===== src/rtl/beat_note_scheduler.sv =====
// Beat-paced note scheduler: buffers incoming note codes in a FIFO and releases
// at most one note per beat into a valid/ready output register with lane decode.
module beat_note_scheduler #(
    parameter int BEAT_DIV = 12500000,
    parameter int DEPTH    = 8,
    parameter int BASE     = 40,
    parameter int STEP     = 4,
    parameter int LANES    = 5
) (
    input  logic                     clk,
    input  logic                     resetn,
    input  logic                     clear,
    input  logic                     in_en,
    input  logic [7:0]               in_data,
    output logic                     note_valid,
    input  logic                     note_ready,
    output logic [7:0]               note_code,
    output logic [2:0]               note_lane,
    output logic                     note_bad,
    output logic                     beat,
    output logic                     miss,
    output logic [$clog2(DEPTH):0]   fifo_count,
    output logic                     overflow
);

    localparam int CW = $clog2(BEAT_DIV);
    localparam int PW = $clog2(DEPTH);
    localparam int FW = PW + 1;

    logic [CW-1:0] cnt_reg;
    logic [PW-1:0] wr_ptr_reg;
    logic [PW-1:0] rd_ptr_reg;
    logic [FW-1:0] count_reg;
    logic [FW-1:0] count_next;
    logic          overflow_reg;
    logic          note_valid_reg;
    logic [7:0]    note_code_reg;
    logic [2:0]    note_lane_reg;
    logic          note_bad_reg;

    logic [7:0]    mem [DEPTH];
    logic [7:0]    head_code;
    logic [2:0]    lane_next;
    logic          bad_next;
    logic [LANES-1:0] lane_hit;

    logic beat_cycle;
    logic full;
    logic empty;
    logic pop;
    logic push;
    logic drop;

    assign beat_cycle = (cnt_reg == CW'(BEAT_DIV - 1)) && !clear;
    assign full       = (count_reg == FW'(DEPTH));
    assign empty      = (count_reg == '0);
    // Pop decision uses pre-push occupancy, so a note entering an empty FIFO waits a beat.
    assign pop        = beat_cycle && !empty && (!note_valid_reg || note_ready);
    assign push       = in_en && !clear && (!full || pop);
    assign drop       = in_en && !clear && full && !pop;

    assign head_code  = mem[rd_ptr_reg];

    // Compare against each lane's grid code in full integer width so codes below BASE never wrap.
    generate
        for (genvar gi = 0; gi < LANES; gi++) begin : g_lane
            assign lane_hit[gi] = (32'(head_code) == BASE + gi * STEP);
        end
    endgenerate

    always_comb begin
        lane_next = 3'd7;
        bad_next  = 1'b1;
        for (int i = 0; i < LANES; i++) begin
            if (lane_hit[i]) begin
                lane_next = 3'(i);
                bad_next  = 1'b0;
            end
        end
    end

    always_comb begin
        count_next = count_reg;
        case ({push, pop})
            2'b10:   count_next = count_reg + 1'b1;
            2'b01:   count_next = count_reg - 1'b1;
            default: count_next = count_reg;
        endcase
    end

    always_ff @(posedge clk) begin
        if (push) begin
            mem[wr_ptr_reg] <= in_data;
        end
    end

    always_ff @(posedge clk or negedge resetn) begin
        if (!resetn) begin
            cnt_reg        <= '0;
            wr_ptr_reg     <= '0;
            rd_ptr_reg     <= '0;
            count_reg      <= '0;
            overflow_reg   <= 1'b0;
            note_valid_reg <= 1'b0;
            note_code_reg  <= '0;
            note_lane_reg  <= '0;
            note_bad_reg   <= 1'b0;
        end else if (clear) begin
            cnt_reg        <= '0;
            wr_ptr_reg     <= '0;
            rd_ptr_reg     <= '0;
            count_reg      <= '0;
            overflow_reg   <= 1'b0;
            note_valid_reg <= 1'b0;
            note_code_reg  <= '0;
            note_lane_reg  <= '0;
            note_bad_reg   <= 1'b0;
        end else begin
            cnt_reg   <= beat_cycle ? '0 : cnt_reg + 1'b1;
            count_reg <= count_next;
            if (push) begin
                wr_ptr_reg <= wr_ptr_reg + 1'b1;
            end
            if (pop) begin
                rd_ptr_reg     <= rd_ptr_reg + 1'b1;
                note_valid_reg <= 1'b1;
                note_code_reg  <= head_code;
                note_lane_reg  <= lane_next;
                note_bad_reg   <= bad_next;
            end else if (note_valid_reg && note_ready) begin
                note_valid_reg <= 1'b0;
            end
            if (drop) begin
                overflow_reg <= 1'b1;
            end
        end
    end

    assign beat       = beat_cycle;
    assign miss       = beat_cycle && !pop;
    assign note_valid = note_valid_reg;
    assign note_code  = note_code_reg;
    assign note_lane  = note_lane_reg;
    assign note_bad   = note_bad_reg;
    assign fifo_count = count_reg;
    assign overflow   = overflow_reg;

endmodule


===== config.mk =====
export PLATFORM = sky130hd
export DESIGN_NAME = beat_note_scheduler
export DESIGN_NICKNAME = d
export VERILOG_FILES = /design/src/rtl/beat_note_scheduler.sv
export SDC_FILE = /design/constraint.sdc
export NUM_CORES = 1
export LEC_CHECK = 0
export ABC_AREA = 1
export ABC_CLOCK_PERIOD_IN_PS = 4100
export BUFFER_PORTS_ARGS = -buffer_cell sky130_fd_sc_hd__buf_2
export CAP_MARGIN = 10
export CORE_UTILIZATION = 30
export CTS_CLUSTER_DIAMETER = 150
export CTS_CLUSTER_SIZE = 8
export DETAILED_ROUTE_END_ITERATION = 12
export SKIP_LAST_GASP = 1
export SLEW_MARGIN = 0
export SYNTH_ARGS = -nofsm -noshare
export SYNTH_HDL_FRONTEND = slang
export SYNTH_SLANG_ARGS = --single-unit

===== constraint.sdc =====
create_clock -name clk -period 4.1 [get_ports clk]
set_input_delay 0.205 -clock clk [delete_from_list [all_inputs] [get_ports clk]]
set_output_delay 0.205 -clock clk [all_outputs]
set_load 0.005 [all_outputs]

==> results by group <==
Run status
  • Status: completed

Timing
  • Fmax: 0.357 GHz
  • Final clock skew: 0.00814 ns
  • # setup viols final: 0
  • RSZ-0062 raised after global routing: no
  • Period Utilization, post-route: 68.4%
  • TNS Setup: 0 ns
  • Worst slew pin tran: 0.975 ns
  • Slew Viols, Final: 0
  • Crit path time final: 2.80 ns
  • Min Hold Slack: 0.167 ns
  • Slew margin rel.: 35.0%
  • Final hold violations: 0

Floorplan
  • Die area: 0.0179 sq mm
  • DIE WIDTH: 134 microns
  • Num ports: 33
  • Die height: 134 microns
  • Cell Rows: 47
  • Core ar.: 0.0168 sq mm
  • Starting Density: 31.1%

Synthesis
  • Async set-or-reset flop fraction in the synthesized netlist: 42.9%
  • YS warnings: 0
  • Net Count, Synth: 558
  • Yosys top cell by area: edfxtp_1
  • Yosys cell types: 43
  • Top cells by area, synth: edfxtp_1, dfrtp_1, nand2_1
  • Yosys reg bits: 112
  • Netlist Area Pre-Place: 0.00521 sq mm
  • Post-synth EDFFs: 64
  • Mapped Cells: 540
  • Synth top area share: 36.9%
  • Syn Area/Cell: 9.64 sq um
  • Synth Flop Type: edfxtp_1
  • Sequential fraction of the synthesis area: 60.0%

Cells and area
  • Most frequent cells in the layout: nand2_1, nor2_1, edfxtp_1, inv_1, o21ai_0
  • Final nets: 590
  • Commonest non-fill, non-tap cell in the layout: nand2_1
  • Non-Filler Instances: 798
  • Layout cell share with drive strength beyond 1: 13.7%
  • Area delta synth->final: 13.1%
  • Max reg flops: 64

Worst setup path
  • Slowest CP cell: nor2_1
  • Worst Path Class, Setup: flip-flop to flip-flop
  • Startpoint Class: flip-flop
  • Worst path cell trace: ha_1, nand2_1, nor2_2, nand3_1, nor2_1, nand3_2, a21oi_2, nand2_1, nor2_1
  • Critical path buffers and inverters: 0
  • Crit path max-delay family: simple AND/OR/NAND/NOR gates
  • Max incr delay on CP: 0.67 ns
  • Setup crit end kind: flip-flop
  • Critical Path AT: 2.78 ns
  • Critical Path RT: 4.08 ns
  • Max Fanout on Critical Path: 13

Worst hold path
  • Hold Crit Class: input pin to flip-flop

CTS
  • Postcts setup bufs: 0
  • Largest buffer count on any clock path: 2
  • Clock sinks: 112
  • Clock Latency Late Sink: 0.35 ns
  • CTS tree: done
  • Cts bufs inserted: 9
  • Root Driver: clkbuf_16
  • H-tree levels: 3
  • Clock slew at reported path FFs: 0.07 ns

Power
  • Power density over the cells: 368 mW/mm^2
  • VDD IR max: 169 uV
  • LEAKAGE: 0.00239 uW
  • Total Power: 2170 uW

GRT
  • Total global-route track usage: 13.6%
  • Initial antenna violation count: 1
  • GRT overflow: 0
  • Largest net degree at the start of global routing: 49
  • First-pass GRT wire length: 18900 microns
  • Vias in the first global route: 3693

Place
  • DPL Wire Length: 8190 microns
  • Placed cells: 779
  • I/O Buffers: 32
  • Final Wtd Congestion: 0.885

Detailed routing
  • DR vias/cell: 4.81
  • DRC viols: 0
  • WL final: 11500 microns
  • Vias: 3840
  • Final ANT Viol Nets: 0
  • DRT iter0 DRCs: 374
  • Router iterations before antenna repair: 5
  • Avg WL per Cell: 14.4 microns

Run
  • Max Cap Violations: 0
cell usage after synthesis (all sizes together) (8+ instances only):
| library cell | n |
|---|---|
| nand2 | 97 |
| nor2 | 96 |
| o21ai | 70 |
| edfxtp | 64 |
| inv | 56 |
| dfrtp | 48 |
| nand3 | 22 |
| a21oi | 17 |
| buf | 12 |
| nand4 | 8 |
| nor3 | 8 |
where the power goes:
group	internal, uW	switching [uW]	leakage [uW]
clock network	425	423	0.000142
logic	27.4	71.2	0.00101
registers	1210	11.0	0.00124
total	1660	505	0.00239
worst reg2reg max path: stages, from the launching register on:
cell and delay (ns):
dfrtp_1 0.36, ha_1 0.20, nand2_1 0.09, nor2_2 0.13, nand3_1 0.08, nor2_1 0.15, nand3_2 0.23, a21oi_2 0.34
nand2_1 0.19, nor2_1 0.67
logic make-up (layout without fill, tap and decap cells):
| group | after synthesis | count (layout) | synth area share, % |
|---|---|---|---|
| AOI/OAI and AO/OA | 106 | 106 | 11.5 |
| xor gates and xnor gates | 3 | 3 | 0.505 |
| adders and majority gates | 5 | 5 | 1.20 |
| buffers and inverters | 72 | 109 | 5.67 |
| DFF | 112 | 112 | 60.0 |
| other | 0 | 1 | 0 |
| and+or+nand+nor | 242 | 242 | 21.2 |
layout make-up:
class,count,area [sq um]
Fill cell,1674,10900
Sequential cell,112,3120
Multi-Input combinational cell,356,1790
Tap cell,220,275
Clock buffer,9,225
Inverter,58,220
Timing Repair Buffer,35,198
Clock inverter,7,57.6
Antenna cell,1,2.50
per-stage QoR:
| stage | area [sq um] | utilization [%] | worst slack [ns] |
|---|---|---|---|
| after floorplan | 5210 | - | 2.01 |
| after global placement | 5570 | 33.3 | 1.34 |
| after detailed placement | 5570 | 33.3 | 1.28 |
| after CTS | 5860 | 34.9 | 1.28 |
| after global routing | 5890 | 35.1 | 0.964 |
| final | 5890 | 35.1 | 1.30 |
what timing repair did:
| item | CTS | global route |
|---|---|---|
| resized for setup | 0 | 0 |
| hold endpoints to repair | 0 | 8 |
| hold buffers | 0 | 1 |
final timing paths:
| check | slack [ns] | from | to | cells after the start |
|---|---|---|---|---|
| hold / removal | 0.17 | in_data[0] | mem[1][0] | 1 |
| setup / recovery | 1.30 | cnt_reg[0] | mem[4][1] | 9 |
| min in group asynchronous | 0.24 | resetn | cnt_reg[11] | 2 |
| max in group asynchronous | 3.36 | resetn | note_code[0] | 3 |
| setup reg to reg | 1.30 | cnt_reg[0] | mem[4][1] | 9 |
| hold reg to reg | 0.49 | note_code[0] | note_code[0] | 2 |
metal layers:
metal / track usage, % / wire length (microns) / vias up
met5: 0 / 0 / -
met4: 5.62 / 218 / 0
met3: 3.35 / 680 / 18
met2: 20.3 / 5180 / 109
met1: 18.8 / 5410 / 1818
li1: - / - / 1895
Note: power is estimated with default switching activity, not from simulation.
